## config.mk

```make
export PLATFORM = sky130hd
export DESIGN_NAME = gen3_scrambler_ctrl
export DESIGN_NICKNAME = d
export VERILOG_FILES = /design/src/rtl/gen3_scrambler_ctrl.sv
export SDC_FILE = /design/constraint.sdc
export NUM_CORES = 1
export LEC_CHECK = 0
export BUFFER_PORTS_ARGS = -buffer_cell sky130_fd_sc_hd__buf_2
export CORE_MARGIN = 5
export CORE_UTILIZATION = 40
export CTS_CLUSTER_DIAMETER = 40
export CTS_CLUSTER_SIZE = 16
export DETAILED_ROUTE_END_ITERATION = 16
export MAX_ROUTING_LAYER = met4
export PLACE_DENSITY = 0.72
export SLEW_MARGIN = 20
export SYNTH_ARGS = -nofsm -noshare
export SYNTH_HDL_FRONTEND = slang
export SYNTH_SLANG_ARGS = --single-unit
```

## constraint.sdc

```tcl
create_clock -name pclk -period 3.1 [get_ports pclk]
set_input_delay 0.62 -clock pclk [delete_from_list [all_inputs] [get_ports pclk]]
set_output_delay 0.62 -clock pclk [all_outputs]
set_load 0.02 [all_outputs]
```

## src/rtl/gen3_scrambler_ctrl.sv

```systemverilog
// gen3_scrambler_ctrl: per-lane sequencer for the Gen3 128b/130b scrambler LFSR.
// Tracks 4-word block boundaries, classifies each block from its sync header and
// first symbol, drives LFSR advance/seed-load, and applies the LFSR word to TX data
// with one cycle of latency.
// Optional build macro: SCRAMBLER_CTRL_STATS_EN adds saturating blk_cnt/err_cnt outputs.
module gen3_scrambler_ctrl #(
   parameter int LANE_NUM  = 0,
   parameter int BLK_WORDS = 4
) (
   input  logic        pclk,
   input  logic        reset,
   input  logic        in_valid,
   output logic        in_ready,
   input  logic        in_start_block,
   input  logic [1:0]  in_sync_hdr,
   input  logic [31:0] in_data,
   input  logic        bypass,
   input  logic [31:0] lfsr_word,
   output logic        lfsr_advance,
   output logic        lfsr_seed_load,
   output logic [23:0] lfsr_seed,
   output logic        out_valid,
   input  logic        out_ready,
   output logic        out_start_block,
   output logic [1:0]  out_sync_hdr,
   output logic [31:0] out_data,
   output logic        err_pulse
`ifdef SCRAMBLER_CTRL_STATS_EN
   ,
   output logic [15:0] blk_cnt,
   output logic [7:0]  err_cnt
`endif
);

   localparam logic [1:0] LAST_WORD = 2'(BLK_WORDS - 1);

   typedef enum logic [2:0] {
      ST_SEED,
      ST_IDLE,
      ST_DATA,
      ST_OS,
      ST_SKP,
      ST_EIEOS
   } state_t;

   // Lane seed table, indexed by lane modulo 8
   function automatic logic [23:0] seed_of(input int lane);
      case (lane % 8)
         0:       seed_of = 24'h1DBFBC;
         1:       seed_of = 24'h0607BB;
         2:       seed_of = 24'h1EC760;
         3:       seed_of = 24'h18C0DB;
         4:       seed_of = 24'h010F12;
         5:       seed_of = 24'h19CFC9;
         6:       seed_of = 24'h0277CE;
         default: seed_of = 24'h1BB807;
      endcase
   endfunction

   // Block type from sync header and first symbol; illegal headers fall back to SKP
   function automatic state_t start_type(input logic [1:0] hdr, input logic [7:0] byte0);
      case (hdr)
         2'b10:   start_type = ST_DATA;
         2'b01: begin
            if (byte0 == 8'hAA)      start_type = ST_SKP;
            else if (byte0 == 8'h00) start_type = ST_EIEOS;
            else                     start_type = ST_OS;
         end
         default: start_type = ST_SKP;
      endcase
   endfunction

   state_t      state, state_nxt, blk_type;
   logic [1:0]  word_cnt, word_cnt_nxt, word_idx;
   logic        bypass_p1;
   logic        seed_fall;
   logic        acc;
   logic        err_now;
   logic        blk_done;
   logic        adv_en;
   logic        eieos_seed;
   logic [31:0] mask;

   logic        vld_p1;
   logic        start_p1;
   logic [1:0]  hdr_p1;
   logic [31:0] data_p1;
   logic        err_p1;

   assign lfsr_seed = seed_of(LANE_NUM);
   assign seed_fall = bypass_p1 & ~bypass;
   assign in_ready  = ~reset & (state != ST_SEED) & ~seed_fall & (out_ready | ~vld_p1);
   assign acc       = in_valid & in_ready;

   // Next-state, word position and block type governing the word being accepted
   always_comb begin
      state_nxt    = state;
      word_cnt_nxt = word_cnt;
      blk_type     = state;
      word_idx     = word_cnt;
      err_now      = 1'b0;
      blk_done     = 1'b0;
      if (state == ST_SEED) begin
         state_nxt    = ST_IDLE;
         word_cnt_nxt = 2'd0;
      end else if (acc) begin
         if (in_start_block) begin
            // A start always opens a new block; an unfinished one is abandoned
            blk_type     = start_type(in_sync_hdr, in_data[7:0]);
            word_idx     = 2'd0;
            err_now      = (in_sync_hdr == 2'b00) | (in_sync_hdr == 2'b11) | (word_cnt != 2'd0);
            state_nxt    = blk_type;
            word_cnt_nxt = 2'd1;
         end else if (state == ST_IDLE) begin
            // Stray word outside a block: pass through untouched
            err_now = 1'b1;
         end else if (word_cnt == LAST_WORD) begin
            state_nxt    = ST_IDLE;
            word_cnt_nxt = 2'd0;
            blk_done     = 1'b1;
         end else begin
            word_cnt_nxt = 2'(word_cnt + 2'd1);
         end
      end
   end

   // Scramble mask and LFSR control for the current word
   always_comb begin
      mask   = 32'h0;
      adv_en = 1'b0;
      if (!bypass) begin
         case (blk_type)
            ST_DATA: begin
               mask   = lfsr_word;
               adv_en = 1'b1;
            end
            ST_OS: begin
               // First symbol of an ordered set identifies it and stays in the clear
               mask   = (word_idx == 2'd0) ? {lfsr_word[31:8], 8'h00} : lfsr_word;
               adv_en = 1'b1;
            end
            default: begin
               mask   = 32'h0;
               adv_en = 1'b0;
            end
         endcase
      end
      eieos_seed     = acc & ~bypass & (blk_type == ST_EIEOS) & (word_idx == LAST_WORD);
      lfsr_seed_load = ~reset & (((state == ST_SEED) & ~bypass) | seed_fall | eieos_seed);
      lfsr_advance   = acc & adv_en & ~lfsr_seed_load;
   end

   // Control state: FSM, word counter and bypass edge detector
   always_ff @(posedge pclk) begin
      if (reset) begin
         state     <= ST_SEED;
         word_cnt  <= 2'd0;
         bypass_p1 <= 1'b0;
      end else begin
         state     <= state_nxt;
         word_cnt  <= word_cnt_nxt;
         bypass_p1 <= bypass;
      end
   end

   // Output stage: capture on accept, hold while downstream stalls
   always_ff @(posedge pclk) begin
      if (reset) begin
         vld_p1   <= 1'b0;
         start_p1 <= 1'b0;
         hdr_p1   <= 2'b00;
         data_p1  <= 32'h0;
         err_p1   <= 1'b0;
      end else begin
         err_p1 <= acc & err_now;
         if (acc) begin
            vld_p1   <= 1'b1;
            start_p1 <= in_start_block;
            data_p1  <= in_data ^ mask;
            if (in_start_block) hdr_p1 <= in_sync_hdr;
         end else if (out_ready) begin
            vld_p1 <= 1'b0;
         end
      end
   end

   assign out_valid       = vld_p1;
   assign out_start_block = start_p1;
   assign out_sync_hdr    = hdr_p1;
   assign out_data        = data_p1;
   assign err_pulse       = err_p1;

`ifdef SCRAMBLER_CTRL_STATS_EN
   // Saturating counts of completed blocks and error pulses
   always_ff @(posedge pclk) begin
      if (reset) begin
         blk_cnt <= 16'd0;
         err_cnt <= 8'd0;
      end else begin
         if (blk_done && (blk_cnt != 16'hFFFF)) blk_cnt <= blk_cnt + 16'd1;
         if (err_p1 && (err_cnt != 8'hFF))      err_cnt <= err_cnt + 8'd1;
      end
   end
`endif

endmodule

```

# After elaboration in Yosys (flattened, before gate mapping)
# Cells that the tools add are included.
# op_classes
add_sub_neg,1
n_eq_ne,12
n_mux,28
bitwise_logic,24
reduce_logical,16
# op_table
cell,n
case mux 32 bit (2 select lines),1
2-to-1 mux 32 bit,1
bitwise XOR 32 bit,1
2-to-1 mux 3 bit,8
AND 1 bit,13
2-to-1 mux 2 bit,6
2-to-1 mux 1 bit,10
equality test 2 bit (second input constant),4
equality test 8 bit (second input constant),1
logical NOT 8 bit,1
2-to-1 mux 8 bit,1
nonzero test 2 bit,4
equality test 3 x 2 -> 1 bit (second input constant),2
case mux 3 bit (2 select lines),1
AND reduction 3 bit,2
nonzero test 3 bit,2
NOT 1 bit,5
OR 1 bit,5
logical NOT 2 bit,2
AND reduction 2 bit,2
OR reduction 2 bit,2
equality test 3 x 1 -> 1 bit (second input constant),1
equality test 3 bit (second input constant),1
logical NOT 3 bit,1
other kinds (4),4
# totals
ff_bits,43
inputBits,72
out_inout_bits,64
elab_cells,90

# Longest topological paths before layout
# Gate-level depths: netlist of the first run.
# logic_depth
word_depth,15
depth_mapped,9
ltp_nobuf,6

# Least setup slack after synthesis of the first run
# Ideal clock, no wire load.
# synth_timing
path_type,input to output
startpoint,in out_ready
endpoint,out lfsr_seed_load
t_arrival_ns,2.798
required_time_ns,2.480
path_slack_ns,-0.318
stages,8
n_path_buf,3
cell_sequence,inv_1 -> a2111oi_2 -> and2_1 -> clkbuf_1 -> buf_2 -> buf_2 -> nand4_1 -> a211oi_1
# synth_via
elab_chain_cells,10
word_cells_on_any_way,14
classes_between,eq/ne (2); mux (4); bitwise (8)
# synth_lines
item,line_no,source
"start, declared",23,"input logic out_ready,"
OR 1 bit *,92,assign in_ready = ~reset & (state != ST_SEED) & ~seed_fall & (out_ready | ~vld_p1);
AND 1 bit *,92,
net in_ready,13,"output logic in_ready,"
AND 1 bit *,93,assign acc = in_valid & in_ready;
2-to-1 mux 3 bit,106,end else if (acc) begin
2-to-1 mux 3 bit,103,if (state == ST_SEED) begin
equality test 3 bit,148,eieos_seed = acc & ~bypass & (blk_type == ST_EIEOS) & (word_idx == LAST_WORD);
AND 1 bit,148,
AND 1 bit *,148,
OR 1 bit *,149,lfsr_seed_load = ~reset & (((state == ST_SEED) & ~bypass) | seed_fall | eieos_seed);
AND 1 bit *,149,
"end, declared",20,"output logic lfsr_seed_load,"
# The timed path passes the listed nets; every way through them passes the cells marked *.

# Final worst setup path of the first run
# layout_timing
startpoint,in in_sync_hdr[0]
endpoint,out lfsr_advance
# layout_via
elab_chain_cells,12
word_cells_on_any_way,19
classes_between,eq/ne (5); mux (6); bitwise (7); reduce/logical (1)
# layout_lines
item,line_no,source
"start, declared",15,"input logic [1:0] in_sync_hdr,"
equality test 2 x 1 -> 1 bit / equality test 2 bit (equally long branches),62,case (hdr)
case mux 3 bit (2 select lines) *,62,
2-to-1 mux 3 bit *,107,if (in_start_block) begin
2-to-1 mux 3 bit *,106,
2-to-1 mux 3 bit *,103,
equality test 3 bit,148,
AND 1 bit (2 in a row),148,
OR 1 bit,149,
AND 1 bit,149,
NOT 1 bit,150,lfsr_advance = acc & adv_en & ~lfsr_seed_load;
AND 1 bit *,150,
"end, declared",19,"output logic lfsr_advance,"
# Mark *: on every way between the ends. The rest lies on a longest branch, timed or not.

==> impl_metrics.env, run 1 <==
export IMPL_synth_compound_area_share_pct=15.9
export IMPL_synth_common_cells="dfxtp_1 (43), nor2_1 (39), a211oi_1 (26)"
export IMPL_start_kind="input port"
export IMPL_synth_top_family_by_area="simple AND/OR/NAND/NOR gates"
export IMPL_cp_max_fo=3
export IMPL_row_count=29
export IMPL_overflow=0
export IMPL_insertion_delay_ns=0.29
export IMPL_dieWidth_um=90.3
export IMPL_cp_slowest_cell="or4_4"
export IMPL_final_area_mm2=0.00323
export IMPL_cp_buffers_inverters=4
export IMPL_cts_tree="built"
export IMPL_vias_per_cell=5.33
export IMPL_postCtsResizedCells=0
export IMPL_core_area_mm2=0.00631
export IMPL_start_util_pct=40.8
export IMPL_grt_pass1_vias=2627
export IMPL_wirelength_mm=7.15
export IMPL_critical_path_class="input port to output port"
export IMPL_track_usage_pct=17.7
export IMPL_cp_data_arrival_time_ns=2.15
export IMPL_clkSlewWorstSetupHoldPaths_ns=0.09
export IMPL_yosysMostFrequentCell="dfxtp_1"
export IMPL_cts_sinks=43
export IMPL_cts_htree_levels=2
export IMPL_drc=0
export IMPL_clockBufferDepth=2
export IMPL_diodes=0
export IMPL_synth_top_area_share_pct=33.4
export IMPL_routabilityCongestion=0.895
export IMPL_ir_drop_mv=0.174
export IMPL_total_power_w=0.00131
export IMPL_netlist_instances=305
export IMPL_setup_viol=0
export IMPL_antenna_found_initial=0
export IMPL_yosys_area_share_simple_pct=35.7
export IMPL_cp_end_kind="output port"
export IMPL_status="finished, final reports clean"
export IMPL_cts_root_buf="clkbuf_8"
export IMPL_avgRoutedWirePerCell_um=14.7
export IMPL_path_delay_family="simple AND/OR/NAND/NOR gates"
export IMPL_synth_cell_types=41
export IMPL_drt_iter0_drc=74
export IMPL_fin_skew_ns=0.00615
export IMPL_synthTopCellsByArea="dfxtp_1 (33%), and4_1 (8.5%), a211oi_1 (7.6%)"
export IMPL_period_minus_slack_ns=2.77
export IMPL_postCtsSetupBuffers=0
export IMPL_area_growth_pct=25.5
export IMPL_drv_cap=0
export IMPL_grt_setup_unrepaired="no"
export IMPL_place_detailed_hpwl_mm=5.37
export IMPL_synth_warnings=0
export IMPL_postCtsHoldBufs=0
export IMPL_critPathMaxStageDelay_ns=0.57
export IMPL_async_reset_ff_share_pct=0
export IMPL_fin_hold_ws_ns=0.467
export IMPL_cellPowerDensity_mw_per_mm2=406
export IMPL_avgSynthCellArea_um2=8.45
export IMPL_ys_seq_area_share_pct=33.4
export IMPL_drv_slew=0
export IMPL_numCtsBuffers=5
export IMPL_hold_path_class="flip-flop to flip-flop"
export IMPL_synth_flop_cell="dfxtp_1"
export IMPL_synth_edff_count=0
export IMPL_hold_viol=0
export IMPL_grt_max_degree=49
export IMPL_ant_nets=0
export IMPL_synth_fa_ha_area_share_pct=1.94
export IMPL_cp_required_ns=2.48
export IMPL_yosys_area_top_type="dfxtp_1"
export IMPL_crit_chain="buf_2, inv_1, ha_1, or4_4, o32ai_4, nand2_1, inv_1, buf_2"
export IMPL_fmax_mhz=361
export IMPL_numPortBuffers=111
export IMPL_dp_slack_ns=0.324
export IMPL_power_leakage_nw=1.44
export IMPL_nFillCells=639
export IMPL_final_nets=485
export IMPL_pin_count=136
export IMPL_grt_first_pass_wirelength_mm=12.1
export IMPL_period_share_pct=89.3
export IMPL_die_h_um=90.3
export IMPL_setup_ws_ns=0.333
export IMPL_synth_mux_area_share_pct=0.777
export IMPL_vias=2594
export IMPL_drt_pre_antenna_iters=4
export IMPL_placed_area_mm2=0.00312
export IMPL_synth_seq_cells=43
export IMPL_fin_setup_tns_ns=0
export IMPL_synth_xor_area_share_pct=0
export IMPL_drive_gt1_share_pct=36.1
export IMPL_die_area_mm2=0.00815
export IMPL_syn_cell_area_mm2=0.00258
==> final cells by class <==
cell class	count	area (µm²)	area share (%)
well taps	77	96.3	2.98
inverters	7	26.3	0.812
repair buffers	120	623	19.3
clock buffers	6	82.6	2.55
flip-flops and latches	43	861	26.6
clock inverters	2	35.0	1.08
multi-input cells	232	1510	46.7
==> report_power, final <==
group / leakage, nW / internal [W] / total (W) / switching (W)
Sequential: 0.351 / 0.000578 / 0.000593 / 0.0000144
Clock: 0.0612 / 0.000261 / 0.000458 / 0.000197
Combinational: 1.03 / 0.0000957 / 0.000264 / 0.000168
==> metrics by stage <==
| stage | util [%] | instances |
|---|---|---|
| after floorplan | - | 327 |
| after global placement | 49.4 | 479 |
| after detailed placement | 49.4 | 479 |
| after CTS | 51.2 | 487 |
| after global routing | 51.2 | 487 |
| final | 51.2 | 487 |
==> layout by cell type, fill, tap and decap left out, types with 6 or more instances in the layout <==
master,Yosys,routed
o211a_1,6,6
or3_1,7,7
and4_1,25,25
nand2_1,14,14
nor3_1,17,17
dfxtp_1,43,43
inv_1,7,7
conb_1,2,24
nand3_1,7,7
clkbuf_8,0,6
nor4_1,17,17
a21oi_1,8,8
nor4_2,9,9
a211oi_1,26,25
nor2_1,39,39
buf_2,5,111
buf_4,24,9
==> kinds of logic (layout without fill, tap and decap cells) <==
| kind of cell | Yosys count | count (layout) |
|---|---|---|
| AO/OA/AOI/OAI | 51 | 51 |
| adder cells (fa/ha/maj) | 4 | 4 |
| buffers and inverters | 52 | 135 |
| flip-flops | 43 | 43 |
| multiplexers | 2 | 2 |
| other | 2 | 24 |
| AND/OR/NAND/NOR | 151 | 151 |
==> worst register-to-register path, delay by kind of cell (launching register included) <==
| family | cells | cell delay, ns |
|---|---|---|
| AOI/OAI and AO/OA | 3 | 1.05 |
| and+or+nand+nor | 3 | 0.68 |
| DFF | 1 | 0.36 |
| buffers and inverters | 2 | 0.33 |
==> sequential cells by signal, indices dropped and copies added (netlist names) <==
name and count:
out_sync_hdr 2, out_start_block 1, out_valid 1, bypass_p1 1, err_pulse 1, out_data 32, word_cnt 2, state 3
==> routing by layer <==
layer | GRT usage (%) | vias to the layer above | part of all wire (%)
met5 | - | - | 0
met1 | 22.1 | 1198 | 44
li1 | - | 1307 | -
met4 | 3.85 | 0 | 1.1
met2 | 29.3 | 81 | 49
met3 | 4.00 | 8 | 6.0
==> final timing paths <==
check / from / endpoint / slack [ns] / cells after the start
hold / removal: out_sync_hdr[0] / out_sync_hdr[0] / 0.47 / 2
setup reg to reg: state[0] / out_data[3] / 0.63 / 8
setup / recovery: in_sync_hdr[0] / lfsr_advance / 0.33 / 8
hold reg to reg: out_sync_hdr[0] / out_sync_hdr[0] / 0.47 / 2
(Power assumes the default switching activity.)
==> inputs of run 2 (changes only) <==
--- a/config.mk
+++ b/config.mk
@@ -12,7 +12,8 @@
 export CTS_CLUSTER_SIZE = 16
 export DETAILED_ROUTE_END_ITERATION = 16
 export MAX_ROUTING_LAYER = met4
-export PLACE_DENSITY = 0.72
+export PLACE_DENSITY = 0.75
+export SETUP_SLACK_MARGIN = 0.02
 export SLEW_MARGIN = 20
 export SYNTH_ARGS = -nofsm -noshare
 export SYNTH_HDL_FRONTEND = slang
==> constraint.sdc (replaced) <==
create_clock -name pclk -period 2.31 [get_ports pclk]
set_input_delay 0.462 -clock pclk [delete_from_list [all_inputs] [get_ports pclk]]
set_output_delay 0.462 -clock pclk [all_outputs]
set_load 0.02 [all_outputs]
==> run 2 against run 1 <==
Effect of this change:
- the run now ends with setup timing left
- non-clock buffer count is 26 higher
- clock skew fell by 0.0024 ns
- critical endpoint is now lfsr_seed_load
- sequential share of layout area decreased by 2.2 points
- cell count is 5.1% higher
- cell area increased by 11%
- setup slack worse by 0.38 ns
- sequential power is 34% higher
- die area did not move
==> impl_metrics.env, run 2 (synthesis gave the netlist of run 1 again) <==
export IMPL_grt_first_pass_wirelength_mm=12.1
export IMPL_fmax_mhz=424
export IMPL_tightestPinTransition_ns=0.526
export IMPL_final_nets=511
export IMPL_p_int_w=0.00117
export IMPL_dieWidth_um=90.3
export IMPL_hold_viol=0
export IMPL_vias_per_cell=5.38
export IMPL_r2r_slack_ns=0.12
export IMPL_grt_pass1_vias=2657
export IMPL_clkSlewWorstSetupHoldPaths_ns=0.08
export IMPL_drv_slew=0
export IMPL_cp_data_arrival_time_ns=1.90
export IMPL_grt_max_degree=40
export IMPL_start_kind="input port"
export IMPL_numPortBuffers=111
export IMPL_drc=0
export IMPL_total_power_w=0.00168
export IMPL_start_util_pct=40.8
export IMPL_switching_share_pct=30.3
export IMPL_antenna_found_initial=0
export IMPL_period_minus_slack_ns=2.36
export IMPL_cts_htree_levels=2
export IMPL_final_common_cell="buf_2"
export IMPL_die_area_mm2=0.00815
export IMPL_area_growth_pct=38.8
export IMPL_min_from="in_sync_hdr[1]"
export IMPL_r2r_end="out_data[18]"
export IMPL_vias=2755
export IMPL_critical_path_class="input port to output port"
export IMPL_hold_depth=3
export IMPL_drive_gt1_share_pct=42.3
export IMPL_ir_drop_mv=0.234
export IMPL_pin_count=136
export IMPL_period_share_pct=102
export IMPL_ff2ff_path_depth=11
export IMPL_cts_root_buf="clkbuf_8"
export IMPL_status="finished, violations left"
export IMPL_slew_headroom_pct=64.9
export IMPL_p_seq_share_pct=47.1
export IMPL_avgRoutedWirePerCell_um=14.9
export IMPL_drt_iter0_drc=132
export IMPL_hold_path_class="input port to flip-flop"
export IMPL_place_detailed_hpwl_mm=5.26
export IMPL_fin_hold_ws_ns=0.435
export IMPL_die_h_um=90.3
export IMPL_track_usage_pct=17.9
export IMPL_insertion_delay_ns=0.29
export IMPL_power_leakage_nw=1.60
export IMPL_core_area_mm2=0.00631
export IMPL_final_cell_mix="buf_2 (109), dfxtp_1 (40), nor2_1 (38)"
export IMPL_drt_pre_antenna_iters=4
export IMPL_clockBufferDepth=2
export IMPL_wirelength_mm=7.64
export IMPL_final_util_pct=56.6
export IMPL_ant_nets=0
export IMPL_cp_required_ns=1.85
export IMPL_rr_startpoint="state[0]"
export IMPL_cp_max_fo=3
export IMPL_overflow=0
export IMPL_power_frac_clock_pct=28.7
export IMPL_setup_viol=2
export IMPL_drv_cap=0
export IMPL_comb_power_share_pct=24.2
export IMPL_fin_skew_ns=0.00374
export IMPL_fin_setup_tns_ns=-0.0563
export IMPL_routabilityCongestion=0.927
export IMPL_cellPowerDensity_mw_per_mm2=471
export IMPL_setup_ws_ns=-0.0509
export IMPL_cp_end_kind="output port"
export IMPL_violations="setup timing"
export IMPL_p_sw_w=0.000510
export IMPL_largest_reg_flops=32
export IMPL_hold_end="out_sync_hdr[1]"
export IMPL_cts_sinks=43
export IMPL_grt_setup_unrepaired="yes"
export IMPL_diodes=0
export IMPL_row_count=29
export IMPL_cts_tree="built"
export IMPL_numCtsBuffers=5
-- run 2: cell types whose count changed in the layout (fill, tap and decap cells not counted), moves of 2 or more --
cell	before	now
buf_4	9	28
dfxtp_1	43	40
buf_2	111	109
nor4_1	17	14
inv_1	7	5
nor4_2	9	11
buf_6	0	5
dfxtp_4	0	3
-- run 2: metrics by stage --
stage / cells / setup slack [ns] / cell area [µm²]
3_5_place_dp: 495 / -0.305 / 3270
4_1_cts: 509 / -0.0665 / 3480
3_3_place_gp: 495 / -0.295 / 3270
6_report: 512 / -0.0509 / 3570
5_1_grt: 512 / -0.0998 / 3570
2_1_floorplan: 327 / -0.156 / 2720
-- run 2: power by group through the flow --
| stage | Clock [W] | Combinational [W] | Sequential, W |
|---|---|---|---|
| 2_1_floorplan | 0 | 0.000200 | 0.000852 |
| 3_3_place_gp | 0 | 0.000371 | 0.000811 |
| 3_5_place_dp | 0 | 0.000378 | 0.000812 |
| 4_1_cts | 0.000504 | 0.000394 | 0.000793 |
| 5_1_grt | 0.000525 | 0.000442 | 0.000797 |
| 6_report | 0.000483 | 0.000407 | 0.000792 |
-- run 2: what timing repair did --
| item | in CTS | in global routing |
|---|---|---|
| endpoints found under the setup margin | 3 | 26 |
| gates resized for setup | 13 | 12 |
| setup buffers | 6 | 2 |
| hold buffers | 0 | 0 |
| endpoints found under the hold margin | 0 | 0 |
| gates cloned | 1 | 1 |
| pin swaps | 7 | 7 |
-- run 2: worst max-delay path by stage --
stage / from / to / slack (ns)
floorplan: bypass / lfsr_seed_load / -0.16
global placement: in_data[0] / out_data[7] / -0.29
detailed placement: in_data[0] / out_data[7] / -0.30
CTS: state[0] / lfsr_seed_load / -0.07
global route: state[0] / lfsr_seed_load / -0.1
finish: reset / lfsr_seed_load / -0.05
-- run 2: metal layers --
metal / track usage [%] / wire (µm) / vias up
met1: 21.3 / 3240 / 1299
met3: 3.42 / 434 / 6
li1: - / - / 1362
met2: 31.0 / 3910 / 88
met4: 4.71 / 63 / 0
met5: - / 0 / -
-- run 2: layout make-up --
| type | count | area [µm²] |
|---|---|---|
| Clock buffer | 6 | 82.6 |
| Clock inverter | 1 | 5.00 |
| Fill cell | 598 | 2740 |
| Inverter | 7 | 31.3 |
| Multi-Input combinational cell | 232 | 1570 |
| Sequential cell | 43 | 872 |
| Tap cell | 77 | 96.3 |
| Timing Repair Buffer | 146 | 917 |
-- run 2: critical path, stage by stage --
cell,delay (ns)
buf_2,0.10
buf_4,0.13
a2111oi_4,0.36
and2_4,0.24
nand4_1,0.17
a211oi_4,0.27
buf_6,0.15
==> inputs of run 3 (changes only) <==
--- a/config.mk
+++ b/config.mk
@@ -12,7 +12,7 @@
 export CTS_CLUSTER_SIZE = 16
 export DETAILED_ROUTE_END_ITERATION = 16
 export MAX_ROUTING_LAYER = met4
-export PLACE_DENSITY = 0.75
+export PLACE_DENSITY = 0.76
 export SETUP_SLACK_MARGIN = 0.02
 export SLEW_MARGIN = 20
 export SYNTH_ARGS = -nofsm -noshare
==> run 3 against run 2 <==
Effect of this change:
- the flow still finishes with violations (setup timing)
- die area did not move
- critical path depth is 1 higher
- power fell by 1.3%
- global-route usage decreased by 0.54 points
- clock power is 3% lower
- setup slack better by 0.023 ns
- first-iteration DRC count shrank 12%
- wire length decreased by 4.0%
- utilization down 0.63 points
- sequential power about the same
- register-to-register slack worse by 0.02 ns
- non-clock buffer count grew 7
- largest cell class unchanged
==> impl_metrics.env, run 3 (synthesis gave the netlist of run 1 again) <==
export IMPL_final_common_cell="buf_2"
export IMPL_wirelength_mm=7.34
export IMPL_cts_sinks=43
export IMPL_start_kind="input port"
export IMPL_place_detailed_hpwl_mm=5.47
export IMPL_ant_nets=0
export IMPL_clockBufferDepth=2
export IMPL_setup_viol=2
export IMPL_power_leakage_nw=1.60
export IMPL_start_util_pct=40.8
export IMPL_grt_pass1_vias=2637
export IMPL_dieWidth_um=90.3
export IMPL_stdcell_count=520
export IMPL_switching_share_pct=30.8
export IMPL_p_sw_w=0.000512
export IMPL_drt_iter0_drc=116
export IMPL_placed_area_mm2=0.00330
export IMPL_postCtsHoldBufs=0
export IMPL_core_area_mm2=0.00631
export IMPL_numCtsBuffers=5
export IMPL_total_power_w=0.00166
export IMPL_overflow=0
export IMPL_dp_cells=500
export IMPL_drt_pre_antenna_iters=5
export IMPL_cp_max_fo=3
export IMPL_die_area_mm2=0.00815
export IMPL_min_from="in_sync_hdr[1]"
export IMPL_area_growth_pct=37.2
export IMPL_final_area_mm2=0.00353
export IMPL_grt_max_degree=33
export IMPL_comb_power_share_pct=24.2
export IMPL_antenna_found_initial=0
export IMPL_final_nets=518
export IMPL_setup_ws_ns=-0.0275
export IMPL_fin_skew_ns=0.00983
export IMPL_drv_cap=0
export IMPL_final_cell_mix="buf_2 (109), dfxtp_1 (40), buf_4 (39)"
export IMPL_crit_chain="buf_2, inv_1, ha_1, or4_4, o32ai_4, nand2_2, inv_2, buf_6"
export IMPL_path_delay_family="simple AND/OR/NAND/NOR gates"
export IMPL_grt_first_pass_wirelength_mm=11.8
export IMPL_diodes=0
export IMPL_dp_slack_ns=-0.264
export IMPL_drv_slew=0
export IMPL_violations="setup timing"
export IMPL_cts_root_buf="clkbuf_8"
export IMPL_critPathMaxStageDelay_ns=0.56
export IMPL_p_seq_share_pct=47.7
export IMPL_die_h_um=90.3
export IMPL_ir_drop_mv=0.247
export IMPL_hold_viol=0
export IMPL_drc=0
export IMPL_cp_end_kind="output port"
export IMPL_grt_setup_unrepaired="yes"
export IMPL_drive_gt1_share_pct=42.9
export IMPL_numPortBuffers=111
export IMPL_cp_data_arrival_time_ns=1.88
export IMPL_period_minus_slack_ns=2.34
export IMPL_startpoint="in_sync_hdr[0]"
export IMPL_cp_buffers_inverters=4
export IMPL_critical_path_class="input port to output port"
export IMPL_p_int_w=0.00115
export IMPL_largest_reg_flops=32
export IMPL_cp_slowest_cell="or4_4"
export IMPL_nFillCells=569
export IMPL_routabilityCongestion=0.883
export IMPL_clkSlewWorstSetupHoldPaths_ns=0.08
export IMPL_hold_path_class="input port to flip-flop"
export IMPL_track_usage_pct=17.4
export IMPL_vias_per_cell=5.33
export IMPL_cellPowerDensity_mw_per_mm2=470
export IMPL_rr_startpoint="state[2]"
export IMPL_status="finished, violations left"
export IMPL_row_count=29
export IMPL_vias=2773
export IMPL_cts_htree_levels=2
export IMPL_avgRoutedWirePerCell_um=14.1
export IMPL_period_share_pct=101
export IMPL_insertion_delay_ns=0.29
export IMPL_cp_required_ns=1.85
export IMPL_cts_tree="built"
export IMPL_power_frac_clock_pct=28.1
export IMPL_fmax_mhz=428
export IMPL_pin_count=136
[run 3: metal layers]
layer,global-route usage [%],routed length [µm]
met1,19.4,2900
met3,4.42,453
met5,-,0
met2,30.9,3890
met4,4.22,84
[run 3: area by class of cell]
class	count	area, µm²	share of cell area [%]
Timing Repair Buffer	153	895	25.3
Multi-Input combinational cell	232	1560	44.1
Sequential cell	43	872	24.7
Clock inverter	1	5.00	0.142
Tap cell	77	96.3	2.73
Clock buffer	7	76.3	2.16
Inverter	7	31.3	0.885
[run 3: power by group through the flow]
stage	sequential, W	combinational [W]	clock (W)
after global placement	0.000812	0.000372	0
after global routing	0.000796	0.000437	0.000517
after CTS	0.000792	0.000394	0.000482
after floorplan	0.000852	0.000200	0
after detailed placement	0.000812	0.000381	0
final	0.000792	0.000402	0.000467
[run 3: tightest hold or removal path, cell delays in order]
cell	delay, ns
buf_2	0.12
nand2_1	0.05
a21oi_1	0.05
[run 3: through the flow]
stage | TNS, ns | hold slack (ns) | util (%)
2_1_floorplan | -0.211 | 0.462 | -
3_3_place_gp | -2.61 | 0.447 | 52.2
3_5_place_dp | -6.76 | 0.452 | 52.2
4_1_cts | -0.109 | 0.427 | 55.4
5_1_grt | -0.161 | 0.460 | 56.0
6_report | -0.0506 | 0.439 | 56.0
[run 3: what timing repair did]
action                                  CTS  global route
setup buffers                            10             3
pin swaps                                 8             2
endpoints found under the setup margin   19            33
gates resized for setup                  15             5
[run 3: path summary, 6_finish.rpt]
path	to	slack (ns)	depth (start not counted)
worst min-delay path	out_sync_hdr[1]	0.44	3
worst min register to register	out_sync_hdr[1]	0.46	2
worst max register to register	out_data[3]	0.10	10
worst max-delay path	lfsr_advance	-0.03	8
